File: src/rtl/uart_cmd_ctrl.sv
// Command FIFO and register-bus sequencer between the UART hex decoder and the bus.
// Define UART_CMD_TIMEOUT_EN to build the bus timeout path (response code 11).
module uart_cmd_ctrl #(
  parameter int DEPTH   = 4,
  parameter int TIMEOUT = 255
) (
  input  logic        CLK,
  input  logic        RST,
  input  logic        CMD_VALID,
  input  logic        CMD_R,
  input  logic        CMD_W,
  input  logic        CMD_FAIL,
  input  logic [7:0]  CMD_ADDR,
  input  logic [31:0] CMD_DATA,
  output logic        CMD_FULL,
  output logic [7:0]  DROP_CNT,
  output logic        BUS_REQ,
  output logic        BUS_WE,
  output logic [7:0]  BUS_ADDR,
  output logic [31:0] BUS_WDATA,
  input  logic        BUS_ACK,
  input  logic [31:0] BUS_RDATA,
  output logic        RSP_VALID,
  input  logic        RSP_READY,
  output logic [1:0]  RSP_CODE,
  output logic [31:0] RSP_DATA
);

  localparam int AW = $clog2(DEPTH);
  localparam logic [AW:0] FULL_CNT = (AW+1)'(DEPTH);

  typedef enum logic [1:0] {IDLE, BUS, RESP} state_t;

  state_t          state, state_next;
  logic [42:0]     fifo_mem [DEPTH];
  logic [AW-1:0]   wr_ptr, rd_ptr;
  logic [AW:0]     count, count_next;
  logic            push, pop, cmd_bad, bus_timeout;
  logic [42:0]     head;

  assign push    = CMD_VALID && (count != FULL_CNT);
  assign head    = fifo_mem[rd_ptr];
  assign cmd_bad = head[40] || (head[42] == head[41]);

  always_comb begin
    count_next = count;
    case ({push, pop})
      2'b10:   count_next = count + 1'b1;
      2'b01:   count_next = count - 1'b1;
      default: count_next = count;
    endcase
  end

  always_ff @(posedge CLK) begin
    if (push) fifo_mem[wr_ptr] <= {CMD_R, CMD_W, CMD_FAIL, CMD_ADDR, CMD_DATA};
  end

  // Overflow is judged on the pre-edge count, so a same-edge pop never rescues a full push.
  always_ff @(posedge CLK or posedge RST) begin
    if (RST) begin
      wr_ptr   <= '0;
      rd_ptr   <= '0;
      count    <= '0;
      CMD_FULL <= 1'b0;
      DROP_CNT <= 8'd0;
    end else begin
      if (push) wr_ptr <= wr_ptr + 1'b1;
      if (pop)  rd_ptr <= rd_ptr + 1'b1;
      count    <= count_next;
      CMD_FULL <= (count_next == FULL_CNT);
      if (CMD_VALID && (count == FULL_CNT) && (DROP_CNT != 8'hFF))
        DROP_CNT <= DROP_CNT + 8'd1;
    end
  end

`ifdef UART_CMD_TIMEOUT_EN
  localparam logic [15:0] TIMER_LAST = 16'(TIMEOUT - 1);
  logic [15:0] timer;

  assign bus_timeout = (timer == TIMER_LAST);

  always_ff @(posedge CLK or posedge RST) begin
    if (RST)                timer <= 16'd0;
    else if (state != BUS)  timer <= 16'd0;
    else if (!bus_timeout)  timer <= timer + 16'd1;
  end
`else
  assign bus_timeout = 1'b0;
`endif

  always_ff @(posedge CLK or posedge RST) begin
    if (RST) state <= IDLE;
    else     state <= state_next;
  end

  always_comb begin
    state_next = state;
    pop        = 1'b0;
    case (state)
      IDLE: begin
        if (count != '0) begin
          pop        = 1'b1;
          state_next = cmd_bad ? RESP : BUS;
        end
      end
      BUS:     if (BUS_ACK || bus_timeout) state_next = RESP;
      RESP:    if (RSP_READY) state_next = IDLE;
      default: state_next = IDLE;
    endcase
  end

  // ACK is tested before the timeout so a same-cycle ACK always wins.
  always_ff @(posedge CLK or posedge RST) begin
    if (RST) begin
      BUS_REQ   <= 1'b0;
      BUS_WE    <= 1'b0;
      BUS_ADDR  <= 8'd0;
      BUS_WDATA <= 32'd0;
      RSP_VALID <= 1'b0;
      RSP_CODE  <= 2'b00;
      RSP_DATA  <= 32'd0;
    end else begin
      case (state)
        IDLE: begin
          if (pop) begin
            if (cmd_bad) begin
              RSP_VALID <= 1'b1;
              RSP_CODE  <= 2'b10;
              RSP_DATA  <= 32'd0;
            end else begin
              BUS_REQ   <= 1'b1;
              BUS_WE    <= head[41];
              BUS_ADDR  <= head[39:32];
              BUS_WDATA <= head[31:0];
            end
          end
        end
        BUS: begin
          if (BUS_ACK) begin
            BUS_REQ   <= 1'b0;
            RSP_VALID <= 1'b1;
            RSP_CODE  <= BUS_WE ? 2'b00 : 2'b01;
            RSP_DATA  <= BUS_WE ? 32'd0 : BUS_RDATA;
          end else if (bus_timeout) begin
            BUS_REQ   <= 1'b0;
            RSP_VALID <= 1'b1;
            RSP_CODE  <= 2'b11;
            RSP_DATA  <= 32'd0;
          end
        end
        RESP:    if (RSP_READY) RSP_VALID <= 1'b0;
        default: ;
      endcase
    end
  end

endmodule

File: config.mk
export PLATFORM = sky130hd
export DESIGN_NAME = uart_cmd_ctrl
export DESIGN_NICKNAME = d
export VERILOG_FILES = /design/src/rtl/uart_cmd_ctrl.sv
export SDC_FILE = /design/constraint.sdc
export NUM_CORES = 1
export LEC_CHECK = 0
export ABC_AREA = 1
export BUFFER_PORTS_ARGS = -buffer_cell sky130_fd_sc_hd__buf_2
export CAP_MARGIN = 0
export CORE_MARGIN = 2
export CORE_UTILIZATION = 25
export DETAILED_ROUTE_END_ITERATION = 8
export GPL_ROUTABILITY_DRIVEN = 0
export PLACE_DENSITY = 0.5
export REMOVE_ABC_BUFFERS = 1
export SETUP_SLACK_MARGIN = 0.5
export SLEW_MARGIN = 25
export SYNTH_ARGS = -nofsm -noshare
export SYNTH_HDL_FRONTEND = slang
export SYNTH_SLANG_ARGS = --single-unit
File: constraint.sdc
create_clock -name CLK -period 4.4 [get_ports CLK]
set_input_delay 0.44 -clock CLK [delete_from_list [all_inputs] [get_ports CLK]]
set_output_delay 0.44 -clock CLK [all_outputs]
set_load 0.1 [all_outputs]
==> impl_results.md <==
* Worst-Margin Slew at approximately 1 ns
* WL per Instance at roughly 16 um
* Root buf cell: clkbuf_16
* Count of final hold-check violations at 0
* Met2 GRT Util at 18.6%
* Vias at between 6000 and 7000
* Crit path time final at 2.98 ns
* GRT met1 Usage at between 10% and 20%
* Core Region at 41900 um2
* Critical Path AT at 3.42 ns
* Gr usage total at 11.6%
* Crit share post-route at between 60% and 70%
* Crit Path Category: register to register
* P&R area growth vs syn at 22.3%
* Max_cap viols at 0
* Seq/Total Area, Yosys at between 70% and 80%
* Setup Skew at 0.0211 ns
* Fmax at between 300 and 400 MHz
* Depth of the CTS H-tree at 1
* Final Setup Violations at 0
* Dpl hpwl at 15700 um
* DRC at 0
* Post-synthesis average cell area at roughly 12 um2
* Crit. End Element: register
* TritonCTS clock tree: built
* Top delay family on crit path: simple AND/OR/NAND/NOR gates
* Initial DRT Pass Iterations at 4
* Clk sinks at 267
* Global route hottest layer: met2
* Final Net Count at 1137
* Die Height at roughly 210 um
* Most used cell, CP: nand2_1
* Max-slew violations at 0
* IO buf count at 165
* Initial Utilization at between 20% and 30%
* Row cnt at 75
* Seq cells post-synth at 267
* Crit path max fanout at 50
* Worst-skew pair later-pin latency at 0.58 ns
* Status: completed
* Yosys cell types at 35
* Io pins at 166
* Die W at 210 um
* Relative slew slack at 33.1%
* Data required time of the worst path at about 4.9 ns
* Cell Area, Synth at 10600 um2
* Crit start category: register
* Syn Inst Count at 885
* Die area at around 44000 um2
* Number of post-CTS setup repair buffers at 0
* Clock-pin slew on the worst setup and hold paths at approximately 0.060 ns
* Share of layout cells above drive strength 1 at 25.2%
* Initial antenna violation count at 6
* Grt met3 use at between 3 and 4%
* First-pass GRT wire length at 40300 um
* Vias in the first global route at 6911
* Via-to-Cell Ratio at 4.31
* RSZ-0062 raised after global routing: false
* Clock tree buffer depth at 3
* Crit-path cells: inv_4 -> nand2_1 -> nand3_1 -> nand2_1 -> nand2_2 -> nand4_4 -> buf_4 -> nand2_1 -> o21ai_0
* Setup TNS at 0 ns
* Slowest-stage cell, CP: dfrtp_4
* Detailed-route wire length at 25500 um
* Synth Warn # at 0
* Post-CTS resize count at 0
* Hold WC Path Type: input pin to register
* Routed Antenna Nets at 0
* CP max stage delay at around 0.67 ns
* Clock buffer count from CTS at 30
* Initial DRC Count at 497
* Gr ovfl total at 0
* Largest net degree at the start of global routing at 69
* CP Buf/Inv Count at 2
* Post-CTS Hold Fix Bufs at 1
[cells by family (layout without fill, tap and decap cells)]
group                      Yosys count  in the layout  share of synthesized area (%)
adders and majority gates           10             10                           1.25
DFF                                267            267                           71.0
other                                0              1                              0
xor gates and xnor gates            12             12                          0.989
and+or+nand+nor                    275            275                           11.4
muxes                                1              1                         0.0942
AOI/OAI and AO/OA                  204            204                           10.6
buffers and inverters              116            302                           4.68
[state kept, by name, indices dropped and copies added, names as in the netlist, 3 cells and up]
register   cells
DROP_CNT       8
count          3
fifo_mem     172
BUS_ADDR       8
BUS_WDATA     32
RSP_DATA      32
[worst reg2reg max path: stages, from the launching register on]
cell,delay (ns)
dfrtp_4,0.67
inv_4,0.43
nand2_1,0.14
nand3_1,0.09
nand2_1,0.10
nand2_2,0.14
nand4_4,0.60
buf_4,0.51
nand2_1,0.10
o21ai_0,0.07
[cell usage after synthesis (all sizes together)]
master  number  area share [%]
edfxtp     172              49
o21ai      161             8.1
nand2      128             5.1
dfrtp       95              22
nor2        94             3.3
inv         66             2.4
nand3       44             2.2
o22ai       40             2.4
clkbuf      31             1.1
buf         19             1.2
ha           9             1.1
xor2         9            0.74
nand4        4            0.52
a21oi        3            0.14
xnor2        3            0.25
fa           1            0.19
mux2i        1           0.094
nand3b       1           0.071
nor3         1           0.047
nor3b        1           0.071
nor4         1           0.059
or2          1           0.059
[routing by layer]
| layer | vias to the layer above | routed length [um] |
|---|---|---|
| met5 | - | 59 |
| met4 | 10 | 635 |
| met3 | 50 | 1830 |
| met2 | 196 | 11300 |
| met1 | 3287 | 11700 |
| li1 | 3403 | - |
[area by class of cell]
type / count / area, um2
fillers: 4278 / 28900
flip-flops and latches: 267 / 7550
multi-input cells: 502 / 2620
repair buffers: 180 / 941
clock buffers: 39 / 785
well taps: 539 / 674
inverters: 66 / 253
clock inverters: 17 / 181
diodes: 1 / 2.50
[cell usage in the layout, fill, tap and decap left out, types with 2 or more instances in the layout]
cell type / n
nor2_4: 4
nand4_4: 2
inv_4: 2
ha_1: 9
clkbuf_1: 9
inv_1: 62
xnor2_1: 3
clkinv_1: 7
o21ai_0: 105
nand4_1: 2
nand2_2: 17
o21ai_1: 40
nand2_1: 109
clkbuf_16: 30
nor2_1: 89
dfrtp_1: 93
nand3_2: 2
o21ai_2: 16
nand3_1: 42
xor2_1: 9
buf_2: 165
bufinv_16: 3
a21oi_1: 3
edfxtp_1: 172
o22ai_1: 40
nand2_4: 2
clkinv_2: 6
buf_4: 14
[final timing paths]
path	from	endpoint	slack (ns)	cells after the start
min reg2reg	RSP_VALID	RSP_VALID	0.47	2
max reg2reg	rd_ptr[0]	BUS_WDATA[26]	1.42	9
max in group asynchronous	RST	RSP_DATA[26]	3.06	4
min in group asynchronous	RST	RSP_DATA[23]	0.46	3
min	CMD_DATA[30]	fifo_mem[0][30]	0.08	1
max	rd_ptr[0]	BUS_WDATA[26]	1.42	9
[metrics by stage]
stage,hold WS (ns),std cells,setup WS [ns],instance area [um2],util [%]
floorplan,0.482,835,0.729,10400,-
global placement,0.459,1553,1.36,12000,28.7
detailed placement,0.463,1553,1.31,12000,28.7
CTS,0.0368,1610,1.30,13000,31.0
global route,0.0459,1610,1.07,13000,31.0
finish,0.0754,1611,1.42,13000,31.0
Power is not shown: default switching activity piles up to over one toggle a cycle in this logic, so the estimate is an artifact.
